<file path="config.mk">
export PLATFORM = sky130hd
export DESIGN_NAME = alu_mc_hs
export DESIGN_NICKNAME = d
export VERILOG_FILES = /design/src/rtl/alu_mc_hs.sv
export SDC_FILE = /design/constraint.sdc
export NUM_CORES = 1
export LEC_CHECK = 0
export ABC_AREA = 0
export CAP_MARGIN = 20
export CORE_MARGIN = 1
export CORE_UTILIZATION = 29
export CTS_CLUSTER_DIAMETER = 200
export CTS_CLUSTER_SIZE = 40
export DETAILED_ROUTE_END_ITERATION = 12
export PLACE_DENSITY_LB_ADDON = 0.2
export SLEW_MARGIN = 20
export SYNTH_ARGS = -nofsm -noshare
export SYNTH_HDL_FRONTEND = slang
export SYNTH_SLANG_ARGS = --single-unit
</file>
<file path="constraint.sdc">
create_clock -name CLk -period 6.4 [get_ports CLk]
set_input_delay 0.96 -clock CLk [delete_from_list [all_inputs] [get_ports CLk]]
set_output_delay 0.96 -clock CLk [all_outputs]
set_load 0.005 [all_outputs]
</file>
<file path="src/rtl/alu_mc_hs.sv">
// Multi-cycle ALU with valid/ready handshakes on both sides: 1-cycle add/sub/logic ops,
// iterative shift-add multiply and (when ALU_DIV_EN is defined) restoring divide.
module alu_mc_hs #(
  parameter int WIDTH = 8
) (
  input  logic               CLk,
  input  logic               Reset,
  input  logic               in_valid,
  output logic               in_ready,
  input  logic [WIDTH-1:0]   A,
  input  logic [WIDTH-1:0]   B,
  input  logic [3:0]         op_code,
  input  logic               C_in,
  output logic               out_valid,
  input  logic               out_ready,
  output logic [2*WIDTH-1:0] Result,
  output logic               C_out,
  output logic               Z_flag,
  output logic               Err
);

  localparam int CW = $clog2(WIDTH) + 1;

  typedef enum logic [1:0] {S_IDLE, S_BUSY, S_DONE} state_t;

  state_t             state_q;
  logic               in_ready_q;
  logic               out_valid_q;
  logic [2*WIDTH-1:0] result_q;
  logic               c_out_q;
  logic               z_q;
  logic               err_q;
  logic [WIDTH-1:0]   a_q;
  logic [2*WIDTH-1:0] p_q;
  logic [CW-1:0]      cnt_q;
`ifdef ALU_DIV_EN
  logic [WIDTH-1:0]   b_q;
  logic               is_div_q;
`endif

  logic [WIDTH:0]     add_sum_d;
  logic [WIDTH-1:0]   sub_diff_d;
  logic [2*WIDTH-1:0] fast_res_d;
  logic               fast_cout_d;
  logic               fast_err_d;
  logic               fast_multi_d;
  logic [2*WIDTH-1:0] p_init_d;
  logic [WIDTH:0]     mul_sum_d;
  logic [2*WIDTH-1:0] mul_next_d;
  logic [2*WIDTH-1:0] iter_next_d;

  assign add_sum_d  = {1'b0, A} + {1'b0, B} + {{WIDTH{1'b0}}, C_in};
  assign sub_diff_d = A - B;

  // One-cycle results, computed straight from the operands presented at acceptance.
  always_comb begin
    fast_res_d   = '0;
    fast_cout_d  = 1'b0;
    fast_err_d   = 1'b0;
    fast_multi_d = 1'b0;
    p_init_d     = {{WIDTH{1'b0}}, B};
    case (op_code)
      4'd0: begin
        fast_res_d  = {{(WIDTH-1){1'b0}}, add_sum_d};
        fast_cout_d = add_sum_d[WIDTH];
      end
      4'd1: begin
        fast_res_d  = {{WIDTH{1'b0}}, sub_diff_d};
        fast_cout_d = (A < B);
      end
      4'd2: fast_multi_d = 1'b1;
`ifdef ALU_DIV_EN
      4'd3: begin
        p_init_d = {{WIDTH{1'b0}}, A};
        if (B == {WIDTH{1'b0}}) begin
          fast_res_d = {A, {WIDTH{1'b1}}};
          fast_err_d = 1'b1;
        end else begin
          fast_multi_d = 1'b1;
        end
      end
`endif
      4'd4: fast_res_d = {{WIDTH{1'b0}}, A & B};
      4'd5: fast_res_d = {{WIDTH{1'b0}}, A ^ B};
      4'd6: fast_res_d = {{WIDTH{1'b0}}, A | B};
      default: fast_err_d = 1'b1;
    endcase
  end

  // Multiply step: p holds {partial product high half, remaining multiplier bits}.
  assign mul_sum_d  = {1'b0, p_q[2*WIDTH-1:WIDTH]} + (p_q[0] ? {1'b0, a_q} : {(WIDTH+1){1'b0}});
  assign mul_next_d = {mul_sum_d, p_q[WIDTH-1:1]};

`ifdef ALU_DIV_EN
  logic [WIDTH:0]     r_shift_d;
  logic [WIDTH:0]     r_sub_d;
  logic               r_ge_d;
  logic [2*WIDTH-1:0] div_next_d;

  // Restoring divide step: p holds {remainder, dividend bits shifting into quotient}.
  assign r_shift_d  = {p_q[2*WIDTH-1:WIDTH], p_q[WIDTH-1]};
  assign r_ge_d     = (r_shift_d >= {1'b0, b_q});
  assign r_sub_d    = r_shift_d - {1'b0, b_q};
  assign div_next_d = {(r_ge_d ? r_sub_d[WIDTH-1:0] : r_shift_d[WIDTH-1:0]), p_q[WIDTH-2:0], r_ge_d};
  assign iter_next_d = is_div_q ? div_next_d : mul_next_d;
`else
  assign iter_next_d = mul_next_d;
`endif

  // Handshake FSM with registered outputs and iterative datapath.
  always_ff @(posedge CLk or negedge Reset) begin
    if (!Reset) begin
      state_q     <= S_IDLE;
      in_ready_q  <= 1'b1;
      out_valid_q <= 1'b0;
      result_q    <= '0;
      c_out_q     <= 1'b0;
      z_q         <= 1'b1;
      err_q       <= 1'b0;
      a_q         <= '0;
      p_q         <= '0;
      cnt_q       <= '0;
`ifdef ALU_DIV_EN
      b_q         <= '0;
      is_div_q    <= 1'b0;
`endif
    end else begin
      case (state_q)
        S_IDLE: begin
          if (in_valid && in_ready_q) begin
            in_ready_q <= 1'b0;
            if (fast_multi_d) begin
              state_q <= S_BUSY;
              a_q     <= A;
              p_q     <= p_init_d;
              cnt_q   <= '0;
`ifdef ALU_DIV_EN
              b_q      <= B;
              is_div_q <= (op_code == 4'd3);
`endif
            end else begin
              state_q     <= S_DONE;
              out_valid_q <= 1'b1;
              result_q    <= fast_res_d;
              c_out_q     <= fast_cout_d;
              err_q       <= fast_err_d;
              z_q         <= (fast_res_d == '0);
            end
          end
        end
        S_BUSY: begin
          p_q   <= iter_next_d;
          cnt_q <= cnt_q + CW'(1);
          if (cnt_q == CW'(WIDTH-1)) begin
            state_q     <= S_DONE;
            out_valid_q <= 1'b1;
            result_q    <= iter_next_d;
            c_out_q     <= 1'b0;
            err_q       <= 1'b0;
            z_q         <= (iter_next_d == '0);
          end
        end
        S_DONE: begin
          if (out_ready) begin
            state_q     <= S_IDLE;
            out_valid_q <= 1'b0;
            in_ready_q  <= 1'b1;
          end
        end
        default: begin
          state_q     <= S_IDLE;
          out_valid_q <= 1'b0;
          in_ready_q  <= 1'b1;
        end
      endcase
    end
  end

  assign in_ready  = in_ready_q;
  assign out_valid = out_valid_q;
  assign Result    = result_q;
  assign C_out     = c_out_q;
  assign Z_flag    = z_q;
  assign Err       = err_q;

endmodule

</file>
-- Yosys cells after proc, flatten, opt, wreduce, memory -nomap -nowiden
Index checks and enable logic that the tools add are counted.
- equal/unequal tests: 13
- magnitude comparators: 1
- $add $sub $neg: 5
- reductions and logical operators: 13
- bitwise logic cells: 4
- mux-type cells: 39
- operators with widths (kind ; count):
    16-bit 2-to-1 mux ; 5
    16-bit case mux with 2 select lines ; 2
    9-bit case mux with 5 select lines ; 1
    16-bit logical NOT ; 2
    8-bit by 8-bit adder with 9-bit output ; 2
    4-bit by 3-bit equality test with 1-bit output, second input constant ; 4
    1-bit 2-to-1 mux ; 16
    3-bit AND reduction ; 4
    2-bit inequality test, second input constant ; 5
    9-bit by 1-bit adder with 9-bit output ; 1
    8-bit AND ; 1
    8-bit less-than comparator ; 1
    2-bit 2-to-1 mux ; 4
    4-bit 2-to-1 mux ; 2
    8-bit 2-to-1 mux ; 1
    8-bit OR ; 1
    1-bit case mux with 2 select lines ; 4
    4-bit case mux with 2 select lines ; 1
    4-bit AND reduction ; 2
    8-bit subtractor ; 1
    8-bit bitwise XOR ; 1
    1-bit case mux with 3 select lines ; 2
    2-bit case mux with 3 select lines ; 1
    6-bit OR reduction ; 1
    other kinds (10) ; 10
- output and inout port bits: 21
- bits of input ports: 25
- flip-flop bits (word level): 51

-- Depth between registers and ports, before layout
- depth after elaboration: 7
- depth in mapped cells: 11
- mapped depth without buffers: 11

-- Worst setup path after synthesis
OpenSTA, ideal clock, no wires.
- path type: input-to-reg
- from: in A[0]
- to: reg z_q (netlist: Z_flag)
- stages on the path: 9
- required time: 6325 ps
- setup time: 75 ps
- slack: 3345 ps
- data arrival time: 2980 ps
- path through: fa_1 fa_1 nand3_1 a21oi_1 or3_1 a32oi_1 nand4_1 a211o_1 o211ai_2
- word-level cells in the longest chain between the ends: 7
- elaborated cells on any way between the ends: 11
- those cells by class: add/sub: 3; mux: 4; bitwise: 3; reduce/logical: 1
- ends and longest elaborated chain (what ; line ; RTL):
    start, declared ; 10 ; input logic [WIDTH-1:0] A,
    8-bit by 8-bit adder with 9-bit output ; 52 ; assign add_sum_d = {1'b0, A} + {1'b0, B} + {{WIDTH{1'b0}}, C_in};
    9-bit by 1-bit adder with 9-bit output ; 52 ;
    9-bit case mux with 5 select lines * ; 62 ; case (op_code)
    16-bit logical NOT * ; 147 ; z_q <= (fast_res_d == '0);
    1-bit 2-to-1 mux * ; 132 ; if (fast_multi_d) begin
    1-bit 2-to-1 mux * ; 130 ; if (in_valid && in_ready_q) begin
    1-bit case mux with 2 select lines * ; 128 ; case (state_q)
    end signal, assigned ; 147 ;
    end signal, assigned ; 160 ; z_q <= (iter_next_d == '0);
    end, declared ; 31 ; logic z_q;
Every way passes the cells marked *; elsewhere a longest branch is shown, timed or not. The select of a mux whose other input is x is not followed.
A chain may end at the register's enable or synchronous reset.

-- Final worst setup path
Ends and elaborated chain as after synthesis.

==> summary.txt <==
outcome = finished clean
DRC violations left = 0
Post-CTS Setup Bufs = 0
Unique masters post-synth = 60
Pleak = 2.00 nW
Crit Path Max Fanout = 4
Synth Flop Type = dfrtp_1
Avg WL per Cell = 15.7 um
DRT Pass-1 Iters = 5
synth warn = 0
Clk pwr share = 23.2%
mapped cell area = 0.00376 mm^2
Setup crit end = Z_flag
via/cell ratio = 4.99
Hold WC Path Type = flip-flop to flip-flop
Routability Congestion = 0.847
Area Overhead vs Synth = 19.5%
post_cts resized = 0
async set-reset flop share out of synthesis = 100%
Post-Syn Nets = 492
port buffer count = 45
final slew viol count = 0
vias in the first global route = 3,032
ranking of synthesized cells by area = dfrtp_1 (33%), ha_1 (11%), nand2_1 (4.8%)
Fin Hold WS = 0.477 ns
Max H-tree Level = 2
min Tclk post-route = 3.58 ns
DR vias = 3,166
post-synth top area share = 32.6%
clock latency on the worst-skew pair = 0.29 ns
Synth area leader = dfrtp_1
clock slew at reported path FFs = 0.07 ns
CTS buffer count = 5
Final Util = 35.6%
Core Area = 0.0126 mm^2
Cell Rows = 41
CTS Sinks = 51
first-pass GRT wire length = 16.2 mm
crit start category = primary input
Post-Route WL = 9.99 mm
Setup crit start = A[0]
VDD IR max = 100 uV
Sw Ratio = 33.8%
worst reg2reg path startpoint = p_q[0]
DRT iter0 DRCs = 214
dpl cells = 627
layout cells sized above 1 = 6.26%
Hold Vio Cnt, Final = 0
Final HPWL DP = 7.78 mm
fin crit share = 55.9%
R2R Setup Slk = 3.89 ns
commonest cells after routing, fill and taps aside = dfrtp_1 (49), nand2_1 (48), clkdlybuf4s50_1 (43)
grt ovf = 0
total global-route track usage = 15.6%
cts hold-fix bufs = 0
Sequential Power Share = 42.1%
FF-to-FF End = Z_flag
clock buffer depth = 2
Slew @ Worst Pin = 0.856 ns
starting density of the core = 29.8%
setup total negative slack = 0 ns
r2r worst-path depth = 11
die area = 0.0134 mm^2
Hold Crit Depth = 1
number of flops mapped to enable cells by yosys = 0
Critical Path End Type = flip-flop
type of the worst setup path = primary input to flip-flop
sequential fraction of the synthesis area = 34.0%
syn avg cell area = 8.74 um^2
PnR Total Power = 1.20 mW
final net count = 524
Non-Filler Instances = 635
post-route ant nets = 0
antenna cells = 0
Layout fillers = 1,327
number of I/O pins = 46
Comb power frac = 34.7%
Max Cap Viol = 0
sw power = 0.405 mW
initial antenna violation count = 0
Worst Skew = 0.00726 ns
setup violators final = 0
Max Clock Freq = 0.279 GHz
Critical Path RT = 6.62 ns
WP data arrival = 3.80 ns
RSZ-0062 raised after global routing = no
Internal = 0.794 mW
Die Span Y = 116 um
CTS tree = yes
Post-Syn Instances = 430
PD cells = 267 mW/mm^2
Die Width = 116 um
Worst slew margin = 42.5%
commonest non-fill, non-tap cell in the layout = dfrtp_1
register bit total from synthesis = 51
largest net degree at the start of global routing = 52
clk root buf = clkbuf_16
## stage by stage
| step | setup WS [ns] | instance area, um^2 |
|---|---|---|
| 3_3_place_gp | 2.38 | 4340 |
| 6_report | 2.82 | 4490 |
| 5_1_grt | 2.63 | 4490 |
| 4_1_cts | 2.58 | 4500 |
| 2_1_floorplan | 3.35 | 3760 |
| 3_5_place_dp | 2.27 | 4340 |
## state kept, by name, indices dropped and copies added, names as in the netlist
name,flops
Err,1
in_ready,1
state_q,2
Result,16
C_out,1
a_q,8
p_q,16
Z_flag,1
out_valid,1
cnt_q,4
## worst max-delay path, cell delays in order
cell,delay [ns]
clkdlybuf4s50_1,0.56
inv_1,0.09
ha_1,0.25
fa_1,0.41
o21ba_1,0.20
o211a_1,0.21
or3_1,0.31
a32oi_1,0.28
nand4_1,0.12
a211o_1,0.26
o211ai_2,0.16
## power groups by stage
stage | clock network (mW) | logic, mW | registers (mW)
after detailed placement | 0 | 0.418 | 0.511
after global placement | 0 | 0.414 | 0.508
after floorplan | 0 | 0.242 | 0.487
after global routing | 0.297 | 0.471 | 0.519
after CTS | 0.284 | 0.420 | 0.505
final | 0.279 | 0.416 | 0.505
## cells by family after synthesis
family                   after synthesis  share of synthesized area, %
adder cells (fa/ha/maj)               37                          13.1
XOR/XNOR                               6                          1.40
multiplexers                          22                          6.23
buffers and inverters                 56                          5.96
AO/OA/AOI/OAI                        123                          20.9
AND/OR/NAND/NOR                      135                          18.4
flip-flops                            51                          34.0
## worst min-delay path by stage
stage | from | to | slack [ns]
3_5_place_dp | C_out | C_out | 0.47
4_1_cts | C_out | C_out | 0.48
5_1_grt | Result[10] | Result[10] | 0.49
2_1_floorplan | p_q[11] | p_q[11] | 0.45
3_3_place_gp | Result[10] | Result[10] | 0.46
6_report | C_out | C_out | 0.48
## cell usage after synthesis, types with 5 or more instances
cell      number
and2_1        11
nor4_1         5
clkbuf_1      16
o211ai_1       7
inv_1         33
ha_1          33
a21oi_1       26
nand3_1        9
xnor2_1        5
or3_1          8
nand2_1       48
nor2_1        23
o21ai_0       25
a21o_1         5
nor3_1         7
mux2_2         9
a211oi_1       8
dfrtp_1       49
buf_2          5
mux2i_1       11
o21ai_1       17
## metal layers
layer	part of all wire [%]	wire [um]	track usage (%)
met5	0	0	0
met4	0.78	78	3.08
met3	3.7	368	1.57
met2	45	4470	25.2
met1	51	5070	22.7
## final cells by class
type	count	area [um^2]	share of cell area, %
tap	172	215	4.79
sequential	51	1280	28.5
inverter	33	124	2.76
clock buffer	6	139	3.09
clock inverter	2	16.3	0.362
timing repair buffer	48	463	10.3
multi-input combinational	323	2260	50.2
Note: power is estimated with default switching activity, not from simulation.
